===== config.mk =====
export PLATFORM = sky130hd
export DESIGN_NAME = alu_pipe
export DESIGN_NICKNAME = d
export VERILOG_FILES = /design/src/rtl/alu_pipe_pkg.sv /design/src/rtl/alu_pipe_core.sv /design/src/rtl/alu_pipe.sv
export SDC_FILE = /design/constraint.sdc
export NUM_CORES = 1
export LEC_CHECK = 0
export BUFFER_PORTS_ARGS = -buffer_cell sky130_fd_sc_hd__buf_2
export CORE_ASPECT_RATIO = 2
export CORE_MARGIN = 10
export CORE_UTILIZATION = 60
export DETAILED_ROUTE_END_ITERATION = 12
export PLACE_DENSITY = 0.81
export SLEW_MARGIN = 20
export SYNTH_ARGS = -nofsm -noshare
export SYNTH_HDL_FRONTEND = slang
export SYNTH_HIERARCHICAL = 1
export SYNTH_SLANG_ARGS = --single-unit

===== constraint.sdc =====
create_clock -name clock -period 5.4 [get_ports clock]
set_clock_uncertainty 0.05 [all_clocks]
set_input_delay 1.08 -clock clock [delete_from_list [all_inputs] [get_ports clock]]
set_output_delay 1.08 -clock clock [all_outputs]
set_load 0.05 [all_outputs]

===== src/rtl/alu_pipe_pkg.sv =====
// Shared types for the pipelined ALU: opcode encoding, flag bit positions and flag struct.
package alu_pipe_pkg;

  typedef enum logic [3:0] {
    OP_ADD    = 4'd0,
    OP_SUB    = 4'd1,
    OP_AND    = 4'd2,
    OP_OR     = 4'd3,
    OP_NOR    = 4'd4,
    OP_XOR    = 4'd5,
    OP_SLL    = 4'd6,
    OP_SRL    = 4'd7,
    OP_SRA    = 4'd8,
    OP_SLT    = 4'd9,
    OP_SLTU   = 4'd10,
    OP_PASS_A = 4'd11,
    OP_SADD   = 4'd12,
    OP_SSUB   = 4'd13,
    OP_RSV14  = 4'd14,
    OP_RSV15  = 4'd15
  } op_e;

  localparam int FLAG_Z = 3;
  localparam int FLAG_N = 2;
  localparam int FLAG_C = 1;
  localparam int FLAG_V = 0;

  // Field order matches the FLAG_* bit positions when packed into 4 bits.
  typedef struct packed {
    logic z;
    logic n;
    logic c;
    logic v;
  } flags_t;

endpackage


===== src/rtl/alu_pipe_core.sv =====
// Combinational ALU datapath: result and {Z,N,C,V} flags from a, b, op.
// Optional saturating SADD/SSUB built only when ALU_PIPE_SAT_EN is defined.
module alu_pipe_core
  import alu_pipe_pkg::*;
#(
  parameter int WIDTH = 16
) (
  input  logic [WIDTH-1:0] a,
  input  logic [WIDTH-1:0] b,
  input  logic [3:0]       op,
  output logic [WIDTH-1:0] result,
  output flags_t           flags
);

  localparam int SHW = $clog2(WIDTH);

  logic [WIDTH:0]          sum;
  logic [WIDTH:0]          dif;
  logic [SHW-1:0]          sh;
  logic signed [WIDTH-1:0] a_s;
  logic signed [WIDTH-1:0] b_s;
  logic                    ovf_add;
  logic                    ovf_sub;

  assign sum = {1'b0, a} + {1'b0, b};
  assign dif = {1'b0, a} + {1'b0, ~b} + {{WIDTH{1'b0}}, 1'b1};
  assign sh  = b[SHW-1:0];
  assign a_s = a;
  assign b_s = b;

  assign ovf_add = (a[WIDTH-1] == b[WIDTH-1]) && (sum[WIDTH-1] != a[WIDTH-1]);
  assign ovf_sub = (a[WIDTH-1] != b[WIDTH-1]) && (dif[WIDTH-1] != a[WIDTH-1]);

`ifdef ALU_PIPE_SAT_EN
  // On overflow the true result has the sign of a, so a's sign picks the rail.
  function automatic logic [WIDTH-1:0] sat(input logic [WIDTH-1:0] v, input logic ovf,
                                           input logic neg);
    if (!ovf) return v;
    return neg ? {1'b1, {(WIDTH-1){1'b0}}} : {1'b0, {(WIDTH-1){1'b1}}};
  endfunction
`endif

  always_comb begin
    result  = '0;
    flags.c = 1'b0;
    flags.v = 1'b0;
    case (op_e'(op))
      OP_ADD: begin
        result  = sum[WIDTH-1:0];
        flags.c = sum[WIDTH];
        flags.v = ovf_add;
      end
      OP_SUB: begin
        result  = dif[WIDTH-1:0];
        flags.c = dif[WIDTH];
        flags.v = ovf_sub;
      end
      OP_AND:    result = a & b;
      OP_OR:     result = a | b;
      OP_NOR:    result = ~(a | b);
      OP_XOR:    result = a ^ b;
      OP_SLL:    result = a << sh;
      OP_SRL:    result = a >> sh;
      OP_SRA:    result = a_s >>> sh;
      OP_SLT:    result = {{(WIDTH-1){1'b0}}, (a_s < b_s)};
      OP_SLTU:   result = {{(WIDTH-1){1'b0}}, (a < b)};
      OP_PASS_A: result = a;
`ifdef ALU_PIPE_SAT_EN
      OP_SADD: begin
        result  = sat(sum[WIDTH-1:0], ovf_add, a[WIDTH-1]);
        flags.c = sum[WIDTH];
        flags.v = ovf_add;
      end
      OP_SSUB: begin
        result  = sat(dif[WIDTH-1:0], ovf_sub, a[WIDTH-1]);
        flags.c = dif[WIDTH];
        flags.v = ovf_sub;
      end
`endif
      default: result = '0;
    endcase
    flags.z = (result == '0);
    flags.n = result[WIDTH-1];
  end

endmodule


===== src/rtl/alu_pipe.sv =====
// Pipelined ALU with valid/ready handshake, STAGES register stages and full backpressure.
// Optional feature macro: ALU_PIPE_SAT_EN (saturating SADD/SSUB in alu_pipe_core).
module alu_pipe
  import alu_pipe_pkg::*;
#(
  parameter int WIDTH  = 16,
  parameter int STAGES = 2
) (
  input  logic             clock,
  input  logic             reset,
  input  logic             in_valid,
  output logic             in_ready,
  input  logic [WIDTH-1:0] a,
  input  logic [WIDTH-1:0] b,
  input  logic [3:0]       op,
  output logic             out_valid,
  input  logic             out_ready,
  output logic [WIDTH-1:0] result,
  output logic [3:0]       flags
);

  // Stage index where the core result is captured, and number of payload stages.
  localparam int CAP  = (STAGES > 1) ? 1 : 0;
  localparam int NPAY = STAGES - CAP;

  typedef struct packed {
    logic [WIDTH-1:0] result;
    flags_t           flags;
  } pay_t;

  logic [STAGES-1:0] vld_p;
  logic [STAGES-1:0] load_p;
  logic              accept;
  logic [WIDTH-1:0]  a_c;
  logic [WIDTH-1:0]  b_c;
  logic [3:0]        op_c;
  logic [WIDTH-1:0]  core_res;
  flags_t            core_flags;
  pay_t              pl_p [NPAY];

  // A stage may load if anything from it to the output has a free slot.
  always_comb begin
    load_p = '0;
    for (int i = 0; i < STAGES; i++) begin
      load_p[i] = out_ready;
      for (int j = i; j < STAGES; j++) begin
        if (!vld_p[j]) load_p[i] = 1'b1;
      end
    end
  end

  assign in_ready = !reset && load_p[0];
  assign accept   = in_valid && in_ready;

  always_ff @(posedge clock) begin
    if (reset) begin
      vld_p <= '0;
    end else begin
      if (load_p[0]) vld_p[0] <= accept;
      for (int i = 1; i < STAGES; i++) begin
        if (load_p[i]) vld_p[i] <= vld_p[i-1];
      end
    end
  end

  // Stage 0: operand register (bypassed when there is a single stage)
  if (STAGES > 1) begin : g_opreg
    logic [WIDTH-1:0] a_p0;
    logic [WIDTH-1:0] b_p0;
    logic [3:0]       op_p0;

    always_ff @(posedge clock) begin
      if (load_p[0]) begin
        a_p0  <= a;
        b_p0  <= b;
        op_p0 <= op;
      end
    end

    assign a_c  = a_p0;
    assign b_c  = b_p0;
    assign op_c = op_p0;
  end else begin : g_direct
    assign a_c  = a;
    assign b_c  = b;
    assign op_c = op;
  end

  alu_pipe_core #(
    .WIDTH (WIDTH)
  ) u_core (
    .a      (a_c),
    .b      (b_c),
    .op     (op_c),
    .result (core_res),
    .flags  (core_flags)
  );

  // Stage CAP..STAGES-1: result/flag payload, later stages only carry data
  always_ff @(posedge clock) begin
    if (load_p[CAP]) pl_p[0] <= '{result: core_res, flags: core_flags};
    for (int k = 1; k < NPAY; k++) begin
      if (load_p[k+CAP]) pl_p[k] <= pl_p[k-1];
    end
  end

  // Payload is not reset; gating by valid keeps outputs at zero after reset.
  assign out_valid = vld_p[STAGES-1];
  assign result    = out_valid ? pl_p[NPAY-1].result : '0;
  assign flags     = out_valid ? pl_p[NPAY-1].flags  : 4'b0000;

endmodule

==> impl_metrics.toml <==
[critical_path]
cp.arrival_ns = 4.43
crit_type = "reg -> reg"
crit_buf_inv = 1
end_kind = "flop"
critPathSlowestCell = "a2111oi_1"
cp-start-kind = "flop"
worstPathCellList = "inv_1 -> ha_1 -> nor3_1 -> a2111oi_1 -> o221ai_1 -> nand2_1 -> nand4_1 -> or4_1 -> nor4_1 -> or4b_1 -> nor4_2"
worstPathMaxFanout = 11
required_ns = 5.51
critPathMaxStageDelay_ns = 0.86
crit_family = "simple AND/OR/NAND/NOR gates"

[pwr]
p_seq_share_pct = 35.0
power.total_w = 0.00170
pwr-share-comb_pct = 32.0
p_sw_w = 0.000600
power.internal_w = 0.00110
ir_drop_mv = 0.183
switching_share_pct = 35.3
power_leakage_nw = 2.99
clockPowerShare_pct = 33.0
power_density_nw_per_um2 = 241

[routing]
routedWlPerCell_um = 26.6
drtPass1Iterations = 5
drtIter0Drc = 743
ant_nets = 0
routed_wl_mm = 24.0
vias = 6459
drcViolationCount = 0
viasPerCell = 7.14

[layout]
final_cell_mix = "61 x buf_2, 57 x nand2_1, 56 x edfxtp_1, 54 x nor2_1"
final_nets = 856
final_common_cell = "buf_2"
drive_above_1_share_pct = 17.3
diodes = 0
syn2layout_area_growth_pct = 10.5
utilization_pct = 67.4

[yosys]
syn_area_um2 = 6380
async_reset_ff_share_pct = 0
synth_edf_count = 56
ys_types = 77
ys_ff_latch = 58
syn_inst = 726
synthAdderAreaFrac_pct = 10.8
yosys.area_share.xor_xnor_pct = 1.23
synth-simple-area-share_pct = 19.8
seq_area_frac_synth_pct = 27.0
yosysWarnings = 6
synth_nets = 820
synth_compound_area_share_pct = 22.7
syn_avg_cell_area_um2 = 8.79
synth_top_family_by_area = "compound AO/OA/AOI/OAI gates"
ys.flop_type = "edfxtp_1"
yosys-mux-area-fraction_pct = 11.3

[clock_tree]
cts.sinks = 58
cts_tree = "yes"
ctsResizeCount = 0
root_buffer = "clkbuf_16"
cts_setup_buffers = 0
clockBufferDepth = 2
clk_latency_ns = 0.33
cts_max_level = 3
cts_hold_buf = 0
cts_inserted_buffers = 9
clk_pin_slew_ns = 0.05

[timing]
rsz0062_at_grt = "false"
fin_hold_ws_ns = 0.400
tns_ns = 0
finalCriticalPeriod_ns = 4.32
setup_slack_ns = 1.08
setup_violations = 0
final_hold_viol_count = 0
max_slew_margin_pct = 27.6
tightest_slew_ns = 1.06
drv_slew = 0
timing.final.crit_share_pct = 80.1
max_freq_mhz = 231

[floorplan]
core.rowCount = 53
start_util_pct = 60.9
num_io_pins = 62
die_x_um = 92.9
dieArea_um2 = 15400
die_y_um = 166
coreArea_um2 = 10500

[global_routing]
grt_pass1_wl_mm = 36.7
grt.total_usage_pct = 30.4
grt_max_degree = 41
overflow = 0
first_global_vias = 6538
antenna_found_initial = 0

[placement]
routabilityCongestion = 1.04
dp_hpwl_mm = 18.4
dpl_worst_slack_ns = 1.25
port_buffers = 61

[run]
drv_cap = 0

[hold_path]
worstHoldPathType = "reg -> reg"

[outcome]
outcome = "completed"
power by group through the flow:
stage	Combinational (W)	Clock, W	Sequential (W)
after floorplan	0.000386	0	0.000574
after global placement	0.000515	0	0.000601
after detailed placement	0.000522	0	0.000603
after CTS	0.000524	0.000565	0.000594
after global routing	0.000578	0.000582	0.000600
final	0.000544	0.000561	0.000596
per-stage QoR:
step,cell area [um^2],cells
CTS,7060,904
global placement,6780,888
floorplan,6380,726
finish,7060,904
global route,7060,904
detailed placement,6780,888
final timing paths:
path | startpoint | to | slack [ns] | cells after the start
worst max-delay path | a_c[3] | pl_p[0][3] | 1.08 | 11
worst min register to register | vld_p[0] | vld_p[1] | 0.40 | 2
worst min-delay path | vld_p[0] | vld_p[1] | 0.40 | 2
worst max register to register | a_c[3] | pl_p[0][3] | 1.08 | 11
cells in the mapped netlist (all sizes together), types with 10 or more instances:
cell	number	share of area [%]
a211oi	14	1.6
and2	25	2.4
mux4	20	7.2
mux2i	21	3.3
a22oi	10	1.2
nand2	57	3.4
edfxtp	56	26
nor2	54	3.2
clkbuf	32	1.9
o211ai	11	1.3
ha	52	10
buf	23	2.1
nor3	15	1.2
inv	52	3.1
o21ai	34	2.7
nand3	20	1.6
nor2b	11	1.1
a21oi	46	3.6
sequential cells by signal, summed over array words and instances (netlist names):
name and count:
a_c 16, g_opreg.op_p0 4, vld_p 2, b_c 16, pl_p 20
metal layers:
layer | GRT usage [%] | vias to the layer above | wire length [um]
li1 | - | 2806 | -
met1 | 30.5 | 3056 | 7850
met2 | 53.0 | 459 | 12300
met3 | 4.84 | 138 | 1720
met4 | 24.8 | 0 | 2180
met5 | 0 | - | 0
final cells by class:
type                    count  area [um^2]
well taps                 137          171
clock inverters             4         42.5
flip-flops and latches     58         1720
fillers                   901         3420
multi-input cells         561         4240
clock buffers              12          236
inverters                  52          195
repair buffers             80          448
worst reg2reg max path, cell delays in order, from the launching register on:
cell,delay [ns]
edfxtp_1,0.64
inv_1,0.09
ha_1,0.48
nor3_1,0.13
a2111oi_1,0.86
o221ai_1,0.19
nand2_1,0.14
nand4_1,0.10
or4_1,0.57
nor4_1,0.27
or4b_1,0.48
nor4_2,0.14
cells by family (layout without fill, tap and decap cells):
logic type	Yosys count	count (layout)
muxes	46	46
adders and majority gates	54	54
xor gates and xnor gates	9	9
AOI/OAI and AO/OA	210	210
and+or+nand+nor	242	242
buffers and inverters	107	148
DFF	58	58
Note: power is estimated with default switching activity, not from simulation.
